[config.mk]
export PLATFORM = sky130hd
export DESIGN_NAME = pipe_ctrl_flat
export DESIGN_NICKNAME = d
export VERILOG_FILES = /design/src/rtl/pipe_ctrl_if.sv /design/src/rtl/pipe_ctrl.sv /design/src/flat_wrapper.sv
export SDC_FILE = /design/constraint.sdc
export NUM_CORES = 1
export LEC_CHECK = 0
export BUFFER_PORTS_ARGS = -buffer_cell sky130_fd_sc_hd__buf_2
export CORE_ASPECT_RATIO = 0.8
export CORE_MARGIN = 3
export CORE_UTILIZATION = 49
export DETAILED_ROUTE_END_ITERATION = 10
export PLACE_DENSITY_LB_ADDON = 0.12
export REMOVE_ABC_BUFFERS = 1
export SYNTH_ARGS = -nofsm -noshare
export SYNTH_HDL_FRONTEND = slang
export SYNTH_SLANG_ARGS = --single-unit
[constraint.sdc]
create_clock -name clk -period 4.9 [get_ports clk]
set_input_delay 0.245 -clock clk [delete_from_list [all_inputs] [get_ports clk]]
set_output_delay 0.245 -clock clk [all_outputs]
set_load 0.1 [all_outputs]
[src/rtl/pipe_ctrl_if.sv]
// Pipeline control bus: per-stage stall requests and exception info in, stall/flush/redirect and watchdog status out.
interface pipe_ctrl_if;
  logic        stallreq_from_if;
  logic        stallreq_from_id;
  logic        stallreq_from_ex;
  logic        stallreq_from_mem;
  logic [31:0] excepttype;
  logic [31:0] cp0_epc;
  logic        timeout_clr;
  logic [5:0]  stall;
  logic        flush;
  logic [31:0] new_pc;
  logic        stall_timeout;
  logic [31:0] stall_cnt;

  modport master (
    output stallreq_from_if, stallreq_from_id, stallreq_from_ex, stallreq_from_mem,
    output excepttype, cp0_epc, timeout_clr,
    input  stall, flush, new_pc, stall_timeout, stall_cnt
  );

  modport slave (
    input  stallreq_from_if, stallreq_from_id, stallreq_from_ex, stallreq_from_mem,
    input  excepttype, cp0_epc, timeout_clr,
    output stall, flush, new_pc, stall_timeout, stall_cnt
  );
endinterface

[src/rtl/pipe_ctrl.sv]
// Central 5-stage pipeline sequencer: stall vector, exception flush/redirect,
// stall-length watchdog and total-stall performance counter.
module pipe_ctrl #(
  parameter logic [31:0] EXC_VECTOR  = 32'h0000_0020,
  parameter logic [15:0] STALL_LIMIT = 16'd1024,
  parameter logic [31:0] ERET_CODE   = 32'h0000_000e
) (
  input logic        clk,
  input logic        rst,
  pipe_ctrl_if.slave bus
);

  localparam int unsigned RUN_W = 16;
  localparam int unsigned CNT_W = 32;

  typedef enum logic {
    RUN,
    RECOVER
  } state_e;

  state_e             state_q, state_d;
  logic [RUN_W-1:0]   run_len_q, run_len_d;
  logic [CNT_W-1:0]   stall_cnt_q, stall_cnt_d;
  logic               stall_timeout_q, stall_timeout_d;

  logic [5:0]         req_stall_c;
  logic [5:0]         stall_c;
  logic               flush_c;
  logic [31:0]        new_pc_c;
  logic               stall_any_c;
  logic               limit_hit_c;

  // Later stage wins: a stalled stage freezes itself and everything upstream.
  always_comb begin
    req_stall_c = 6'b000000;
    if (bus.stallreq_from_mem)     req_stall_c = 6'b011111;
    else if (bus.stallreq_from_ex) req_stall_c = 6'b001111;
    else if (bus.stallreq_from_id) req_stall_c = 6'b000111;
    else if (bus.stallreq_from_if) req_stall_c = 6'b000011;
  end

  // In RECOVER the faulting instruction is still visible in MEM, so excepttype is ignored.
  always_comb begin
    stall_c  = 6'b000000;
    flush_c  = 1'b0;
    new_pc_c = 32'h0000_0000;
    state_d  = RUN;
    if (!rst) begin
      if (state_q == RUN && bus.excepttype != 32'h0000_0000) begin
        flush_c  = 1'b1;
        new_pc_c = (bus.excepttype == ERET_CODE) ? bus.cp0_epc : EXC_VECTOR;
        state_d  = RECOVER;
      end else begin
        stall_c  = req_stall_c;
      end
    end
  end

  always_comb begin
    stall_any_c     = |stall_c;
    stall_cnt_d     = stall_cnt_q;
    run_len_d       = '0;
    limit_hit_c     = 1'b0;
    stall_timeout_d = stall_timeout_q;
    if (stall_any_c) begin
      stall_cnt_d = stall_cnt_q + CNT_W'(1);
      run_len_d   = (run_len_q == STALL_LIMIT) ? run_len_q : run_len_q + RUN_W'(1);
      limit_hit_c = (run_len_q == STALL_LIMIT - RUN_W'(1));
    end
    // A set on the same edge as a clear takes precedence.
    if (limit_hit_c)          stall_timeout_d = 1'b1;
    else if (bus.timeout_clr) stall_timeout_d = 1'b0;
  end

  always_ff @(posedge clk or posedge rst) begin
    if (rst) begin
      state_q         <= RUN;
      run_len_q       <= '0;
      stall_cnt_q     <= '0;
      stall_timeout_q <= 1'b0;
    end else begin
      state_q         <= state_d;
      run_len_q       <= run_len_d;
      stall_cnt_q     <= stall_cnt_d;
      stall_timeout_q <= stall_timeout_d;
    end
  end

  assign bus.stall         = stall_c;
  assign bus.flush         = flush_c;
  assign bus.new_pc        = new_pc_c;
  assign bus.stall_timeout = stall_timeout_q;
  assign bus.stall_cnt     = stall_cnt_q;

endmodule

[src/flat_wrapper.sv]
// flat-port wrapper written by rule: the top's interface ports become plain ports
module pipe_ctrl_flat 
#(
  parameter logic [31:0] EXC_VECTOR  = 32'h0000_0020,
  parameter logic [15:0] STALL_LIMIT = 16'd1024,
  parameter logic [31:0] ERET_CODE   = 32'h0000_000e
)
  (clk, rst, bus_stallreq_from_if, bus_stallreq_from_id, bus_stallreq_from_ex, bus_stallreq_from_mem, bus_excepttype, bus_cp0_epc, bus_timeout_clr, bus_stall, bus_flush, bus_new_pc, bus_stall_timeout, bus_stall_cnt);
  pipe_ctrl_if bus_i ();
  input logic clk;
  input logic rst;
  input wire logic [$bits(bus_i.stallreq_from_if)-1:0] bus_stallreq_from_if;
  input wire logic [$bits(bus_i.stallreq_from_id)-1:0] bus_stallreq_from_id;
  input wire logic [$bits(bus_i.stallreq_from_ex)-1:0] bus_stallreq_from_ex;
  input wire logic [$bits(bus_i.stallreq_from_mem)-1:0] bus_stallreq_from_mem;
  input wire logic [$bits(bus_i.excepttype)-1:0] bus_excepttype;
  input wire logic [$bits(bus_i.cp0_epc)-1:0] bus_cp0_epc;
  input wire logic [$bits(bus_i.timeout_clr)-1:0] bus_timeout_clr;
  output wire logic [$bits(bus_i.stall)-1:0] bus_stall;
  output wire logic [$bits(bus_i.flush)-1:0] bus_flush;
  output wire logic [$bits(bus_i.new_pc)-1:0] bus_new_pc;
  output wire logic [$bits(bus_i.stall_timeout)-1:0] bus_stall_timeout;
  output wire logic [$bits(bus_i.stall_cnt)-1:0] bus_stall_cnt;
  assign bus_i.stallreq_from_if = bus_stallreq_from_if;
  assign bus_i.stallreq_from_id = bus_stallreq_from_id;
  assign bus_i.stallreq_from_ex = bus_stallreq_from_ex;
  assign bus_i.stallreq_from_mem = bus_stallreq_from_mem;
  assign bus_i.excepttype = bus_excepttype;
  assign bus_i.cp0_epc = bus_cp0_epc;
  assign bus_i.timeout_clr = bus_timeout_clr;
  assign bus_stall = bus_i.stall;
  assign bus_flush = bus_i.flush;
  assign bus_new_pc = bus_i.new_pc;
  assign bus_stall_timeout = bus_i.stall_timeout;
  assign bus_stall_cnt = bus_i.stall_cnt;
  pipe_ctrl #(.EXC_VECTOR(EXC_VECTOR), .STALL_LIMIT(STALL_LIMIT), .ERET_CODE(ERET_CODE)) u_core (.clk(clk), .rst(rst), .bus(bus_i));
endmodule
==> results.txt, run 1 <==
----------------------------------------------------
[Placed design]
  Last weighted congestion value of the routability-driven placer ... 0.8521
  Placed cell count ... 500
  DP Area ... 0.003556 mm²
  IO Port Bufs ... 141
  Hpwl dp ... 5942 µm

[Critical path]
  Critical R2R Launch ... u_core.state_q
  Worst path depth ... 5
  Worst flop-to-flop path endpoint ... u_core.bus.stall_cnt[15]
  Worst reg2reg path depth ... 5
  Type of origin of the critical path ... flip-flop
  Crit-path leading delay family ... compound AO/OA/AOI/OAI gates
  CP endpoint kind ... output port
  Worst Path Required ... 4.66 ns
  CP Buf/Inv Count ... 3
  Standard cell with the maximum stage delay on the critical path ... a221oi_2
  Worst R2R Setup Slack ... 2.53 ns
  Cell occurring most often along the worst timing path ... inv_1
  Critical path's largest stage delay ... 0.79 ns
  Series of cell instances along the critical path ... inv_1 > a221oi_2 > nand2_1 > inv_1 > buf_2
  Largest driver fanout on the critical path ... 13
  Arrival @ worst endpoint ... 2.37 ns
  CP Class ... reg2out

[Hold path]
  Min-Delay Path Depth ... 2
  Hold Path Class ... in2reg
  Hold endpoint ... u_core.bus.stall_timeout
  Min-delay src ... bus_timeout_clr

[Routing]
  Per-cell via count in the routed design ... 5.236
  Total wire length after detailed routing ... 7677 µm
  Pre-antenna DRT Iters ... 4
  Vias ... 2660
  Post-detailed-route count of antenna-violating nets ... 0
  Iteration-0 DRC Markers ... 145
  Routed WL per cell ... 15.11 µm
  Number of remaining DRC errors ... 0

[Cells and area]
  Filler Cell Count ... 453
  Post-layout utilization of the core ... 70.00%
  Antenna diodes ... 0
  Total number of nets in the final design ... 506
  Final cell area excluding filler cells ... 0.003666 mm²
  Fraction of final layout cells sized beyond drive strength 1 ... 36.95%
  Combined area of the multi-input logic cells ... 0.001434 mm²
  Post-route insts no fill ... 508
  Sequential standard cell area ... 0.001251 mm²
  Area growth from synthesis to layout ... 31.63%

[Clock network]
  Root Buffer ... clkbuf_8
  Maximum count of clock buffers along a single path ... 2
  Clock sink count ... 50
  Number of gates resized after CTS ... 0
  CTS tree ... done
  Clk slew on worst S/H paths ... 0.08 ns
  Clock latency on the worst-skew pair ... 0.30 ns
  Post-CTS repair timing setup buffer count ... 0
  Hold buffer count at CTS ... 0
  Deepest level of the CTS H-tree ... 2
  TritonCTS buffer count ... 5

[Power and ir drop]
  P_leak ... 0.001916 µW
  VDD IR max ... 0.1935 mV
  Areal power density over the cells ... 269.1 mW/mm²

[Synth]
  Leading cell types by count after synthesis ... 50 x dfrtp_1, 37 x xnor2_1, 35 x and2_1
  Most common flop cell mapped by yosys ... dfrtp_1
  Top cells by area in the synthesized netlist ... dfrtp_1 45%, xnor2_1 12%, and2_1 7.9%, nand4_1 5.4%, nand3_1 4.3%
  Number of enable flip-flop cells after synthesis ... 0
  Yosys top cell area share ... 44.92%
  Post-Synthesis Cells ... 293
  Async SR Flop Fraction ... 100.0%
  Cell taking the most area after synthesis ... dfrtp_1
  Yosys reg bits ... 50
  Post-synthesis sequential area ratio ... 44.92%
  Count of different cell masters after synthesis ... 34
  Post-synthesis instance area ... 0.002785 mm²
  Average footprint of a synthesized cell ... 9.506 µm²
  Number of synthesis warnings ... 0
  Count leader, synth ... dfrtp_1

[GRT]
  Initial antenna violation count ... 0
  Pin count of the biggest net entering global routing ... 52
  Overflow left after global routing ... 0
  Met3 Usage GRT ... 5.425%
  Met2 global-route usage ... 41.23%
  Combined global-route utilization of all metal layers ... 23.70%
  Number of global-route vias before repair ... 2577
  Layer with the highest usage after global routing ... met2
  GRT met1 Usage ... 30.76%
  Wire length of the first global-routing pass ... 12800 µm

[Floorplanning]
  Die Y-Extent ... 73.44 µm
  Count of pins on the block boundary ... 143
  Die width ... 90.29 µm
  Initial cell density of the core ... 53.18%
  Core region area ... 0.005238 mm²
  Full die area ... 0.006630 mm²
  Count of standard-cell rows ... 23

[Job]
  Number of max-cap violations ... 0

[Timing]
  Worst-Margin Slew ... 1.024 ns
  Count of final max-slew check failures ... 0
  Post-route clock period utilization ... 53.30%
  Number of endpoints with negative hold slack in the final report ... 0
  Worst clock skew ... 0.003937 ns
  Summed negative setup slack over all endpoints ... 0 ns
  Rel. slew slack ... 31.66%
  Final setup violation count ... 0
  Setup repair after global routing missed its margin ... no
  Max Clk Rate ... 382.9 MHz
  Final critical-path required period ... 2.612 ns

[Status]
  Status ... finished, final reports clean

----------------------------------------------------
state kept, by name, indices dropped and copies added, names as in the netlist:
register and count:
u_core.bus.stall_timeout 1, u_core.state_q 1, u_core.run_len_q 16, u_core.bus.stall_cnt 32
worst register-to-register path, delay by kind of cell (launching register included):
family                    cells  cell delay (ns)
AOI/OAI and AO/OA             1             0.79
xor gates and xnor gates      1             0.15
buffers and inverters         1             0.10
DFF                           1             0.43
and+or+nand+nor               2             0.79
worst max-delay path by stage:
stage                                 start                       end  slack [ns]
after CTS                 bus_excepttype[1]              bus_stall[1]        2.32
after detailed placement  bus_excepttype[1]  u_core.bus.stall_cnt[27]        2.28
after global placement    bus_excepttype[1]  u_core.bus.stall_cnt[27]        2.31
final                        u_core.state_q              bus_stall[0]        2.29
after global routing      bus_excepttype[1]              bus_stall[0]        2.15
after floorplan           bus_excepttype[0]              bus_stall[0]        0.96
metrics by stage:
| step | worst slack, ns | hold slack [ns] | power [µW] |
|---|---|---|---|
| floorplan | 0.9601 | 0.3535 | 651.1 |
| global placement | 2.309 | 0.4400 | 719.8 |
| detailed placement | 2.277 | 0.4475 | 723.3 |
| CTS | 2.319 | 0.1295 | 992.7 |
| global route | 2.155 | 0.1310 | 1025 |
| finish | 2.288 | 0.1318 | 986.4 |
placed cells by master (no fill, tap or decap):
| cell | n |
|---|---|
| nor2_1 | 26 |
| nor4_1 | 8 |
| mux2i_1 | 1 |
| o21ai_0 | 2 |
| nand3_1 | 24 |
| conb_1 | 1 |
| and2_1 | 35 |
| buf_2 | 141 |
| nand4_1 | 24 |
| a221oi_2 | 1 |
| and3_1 | 16 |
| or3_1 | 1 |
| or4_1 | 2 |
| nor3_1 | 7 |
| nand2b_1 | 1 |
| nand3b_1 | 1 |
| nand2_1 | 7 |
| xor2_1 | 8 |
| dfrtp_1 | 50 |
| o22ai_1 | 1 |
| a21oi_1 | 1 |
| and4_1 | 6 |
| o21ai_2 | 1 |
| buf_4 | 4 |
| nor4b_2 | 1 |
| nor4_2 | 1 |
| clkbuf_8 | 8 |
| or4_4 | 1 |
| a211oi_1 | 1 |
| inv_2 | 1 |
| ha_1 | 3 |
| inv_1 | 10 |
| xnor2_1 | 37 |
| mux2_2 | 1 |
report_power, final:
part	internal [µW]	switching (µW)
logic	55.9	204
clock network	143	130
registers	430	24.0
per-layer routing:
| metal | up-vias | share of wire, % |
|---|---|---|
| li1 | 1296 | - |
| met1 | 1255 | 43 |
| met2 | 99 | 49 |
| met3 | 10 | 6.3 |
| met4 | 0 | 0.95 |
| met5 | - | 0 |
cell type report:
type / instances / share of cell area [%]
multi-input cells: 219 / 39.11
flip-flops and latches: 50 / 34.13
repair buffers: 145 / 20.07
clock buffers: 8 / 3.003
well taps: 75 / 2.560
inverters: 11 / 1.126
cells by family (layout without fill, tap and decap cells):
| group | after synthesis | after routing | synth area share (%) |
|---|---|---|---|
| other cells | 1 | 1 | 0.1346 |
| buf+inv | 24 | 164 | 3.729 |
| xor+xnor | 45 | 45 | 14.15 |
| flops | 50 | 50 | 44.92 |
| fa+ha+maj | 3 | 3 | 1.348 |
| compound gates | 7 | 7 | 1.752 |
| mux | 2 | 2 | 0.7637 |
| simple gates | 161 | 161 | 33.20 |
No activity file was read; power rests on OpenSTA's default activity.
==> run 2, diff against run 1 <==
--- a/config.mk
+++ b/config.mk
@@ -8,7 +8,7 @@
 export BUFFER_PORTS_ARGS = -buffer_cell sky130_fd_sc_hd__buf_2
 export CORE_ASPECT_RATIO = 0.8
 export CORE_MARGIN = 3
-export CORE_UTILIZATION = 49
+export CORE_UTILIZATION = 46
 export DETAILED_ROUTE_END_ITERATION = 10
 export PLACE_DENSITY_LB_ADDON = 0.12
 export REMOVE_ABC_BUFFERS = 1
==> constraint.sdc (replaced) <==
create_clock -name clk -period 2.65 [get_ports clk]
set_input_delay 0.1325 -clock clk [delete_from_list [all_inputs] [get_ports clk]]
set_output_delay 0.1325 -clock clk [all_outputs]
set_load 0.1 [all_outputs]
==> results.txt, run 2 (synthesized netlist as in run 1, its figures left out) <==
----------------------------------------------------
[Cells and area]
  Most frequent standard cell in the layout excluding fill and tap cells ... buf_2
  Antenna diodes ... 0 (unchanged)
  Max reg flops ... 32 (unchanged)
  Area growth from synthesis to layout ... 50.18%
  Final cell area excluding filler cells ... 0.004183 mm² (+14%)
  Post-layout utilization of the core ... 74.09% (+4.1 points)
  Post-route insts no fill ... 512 (+0.79%)
  Total number of nets in the final design ... 508 (+0.40%)
  Commonest cells after routing, fill and taps aside ... 108 x buf_2, 50 x dfrtp_1, 37 x xnor2_1
  Fraction of final layout cells sized beyond drive strength 1 ... 37.10% (+0.15 points)

[Power and ir drop]
  Sum of internal, switching and leakage power ... 1876 µW (+90%)
  Switch Pwr ... 670.5 µW (+87%)
  VDD IR max ... 0.3307 mV (+71%)
  Reg power frac ... 44.9% (-1.1 points)
  Internal power ... 1206 µW (+92%)
  P_leak ... 0.002010 µW (+4.9%)
  Clock network power share ... 28.9% (+1.3 points)
  Combinational group share of total power ... 26.2% (-0.2 points)
  Areal power density over the cells ... 448.5 mW/mm² (+67%)
  Switching Share ... 35.74% (-0.54 points)

[Placed design]
  Placed cell count ... 505 (+1.0%)
  Hpwl dp ... 6505 µm (+9.5%)
  Last weighted congestion value of the routability-driven placer ... 0.8490 (-0.36%)
  IO Port Bufs ... 141 (unchanged)
  DP Area ... 0.004070 mm² (+14%)

[Clock network]
  Clock latency on the worst-skew pair ... 0.30 ns (about the same)
  CTS tree ... done
  Root Buffer ... clkbuf_8
  Clk slew on worst S/H paths ... 0.08 ns (about the same)
  TritonCTS buffer count ... 5 (unchanged)
  Hold buffer count at CTS ... 0 (unchanged)
  Deepest level of the CTS H-tree ... 2 (unchanged)
  Number of gates resized after CTS ... 0 (unchanged)
  Post-CTS repair timing setup buffer count ... 0 (unchanged)
  Maximum count of clock buffers along a single path ... 2 (unchanged)
  Clock sink count ... 50 (unchanged)

[Timing]
  Worst clock skew ... 0.004196 ns (+0.0002588 ns)
  Final critical-path required period ... 2.105 ns
  Final setup violation count ... 0 (unchanged)
  Rel. slew slack ... 55.79% (+24 points)
  Count of final max-slew check failures ... 0 (unchanged)
  Worst-Margin Slew ... 0.6581 ns (-0.3655 ns)
  Setup repair after global routing missed its margin ... no
  Post-route clock period utilization ... 79.44%
  Final-layout worst hold slack ... 0.02802 ns (-0.1038 ns)
  Number of endpoints with negative hold slack in the final report ... 0 (unchanged)
  Max Clk Rate ... 475.0 MHz

[Critical path]
  CP endpoint kind ... output port
  Type of origin of the critical path ... input port
  Standard cell with the maximum stage delay on the critical path ... nor4_1
  Largest driver fanout on the critical path ... 31 (+18)
  Critical path's largest stage delay ... 0.34 ns (-0.45 ns)
  Series of cell instances along the critical path ... buf_2 > nor4_1 > nand4_1 > nor2_1 > nor4b_2 > buf_4 > and2_1 > buf_12
  Worst Path Required ... 2.52 ns (-2.14 ns)
  Arrival @ worst endpoint ... 1.97 ns (-0.40 ns)
  CP Class ... in2out

[Floorplanning]
  Count of standard-cell rows ... 24 (+4.3%)
  Die Y-Extent ... 75.60 µm (+2.9%)
  Core region area ... 0.005645 mm² (+7.8%)
  Die width ... 93.00 µm (+3.0%)
  Count of pins on the block boundary ... 143 (unchanged)
  Full die area ... 0.007030 mm² (+6.0%)
  Initial cell density of the core ... 49.34% (-3.8 points)

[Job]
  Number of max-cap violations ... 0 (unchanged)

[Routing]
  Iteration-0 DRC Markers ... 100 (-31%)
  Post-detailed-route count of antenna-violating nets ... 0 (unchanged)
  Routed WL per cell ... 16.11 µm (+6.6%)
  Total wire length after detailed routing ... 8249 µm (+7.5%)
  Per-cell via count in the routed design ... 5.262 (+0.49%)
  Vias ... 2694 (+1.3%)
  Pre-antenna DRT Iters ... 4 (unchanged)
  Number of remaining DRC errors ... 0 (unchanged)

[Hold path]
  Hold Path Class ... in2reg

[GRT]
  Pin count of the biggest net entering global routing ... 51 (-1.9%)
  Overflow left after global routing ... 0 (unchanged)
  Number of global-route vias before repair ... 2525 (-2.0%)
  Combined global-route utilization of all metal layers ... 22.91% (-0.80 points)
  Initial antenna violation count ... 0 (unchanged)
  Wire length of the first global-routing pass ... 12620 µm (-1.4%)

[Status]
  Status ... finished, final reports clean

----------------------------------------------------
run 2: area by class of cell:
cell class / count / area, µm²
flip-flops and latches: 50 / 1251
repair buffers: 147 / 1246
well taps: 78 / 97.59
clock inverters: 1 / 30.03
clock buffers: 6 / 82.58
inverters: 11 / 41.29
fillers: 414 / 1463
multi-input cells: 219 / 1434
run 2: per-layer routing:
layer	vias up	wire length [µm]	part of all wire, %	global-route usage [%]
met5	-	0	0	0
met4	0	189	2.3	8.130
met3	14	510	6.2	3.554
met2	101	4193	51	41.98
met1	1284	3355	41	28.01
li1	1295	-	-	-
run 2: final timing paths:
kind / end / from / slack (ns) / cells after the start
min in group asynchronous: u_core.state_q / rst / 0.05 / 3
worst min-delay path: u_core.bus.stall_timeout / bus_timeout_clr / 0.03 / 2
max in group asynchronous: u_core.run_len_q[13] / rst / 2.19 / 3
worst min register to register: u_core.bus.stall_cnt[26] / u_core.bus.stall_cnt[26] / 0.49 / 1
worst max register to register: u_core.run_len_q[14] / u_core.run_len_q[0] / 0.74 / 6
worst max-delay path: bus_new_pc[0] / bus_excepttype[21] / 0.54 / 8
run 2: power groups by stage:
stage / Combinational [µW] / Sequential (µW) / Clock [µW]
after global placement: 483 / 852 / 0
after CTS: 494 / 843 / 550
after detailed placement: 489 / 856 / 0
final: 491 / 843 / 542
after global routing: 515 / 849 / 575
after floorplan: 128 / 1080 / 0
run 2: critical path, delay by kind of cell:
family                 cells  cell delay (ns)
AND/OR/NAND/NOR            5             1.24
buffers and inverters      3             0.59
run 2: stage by stage:
| stage | setup TNS [ns] | setup slack (ns) |
|---|---|---|
| 2_1_floorplan | -3.745 | -1.065 |
| 5_1_grt | 0 | 0.4312 |
| 6_report | 0 | 0.5449 |
| 3_5_place_dp | 0 | 0.5306 |
| 3_3_place_gp | 0 | 0.6159 |
| 4_1_cts | 0 | 0.5233 |
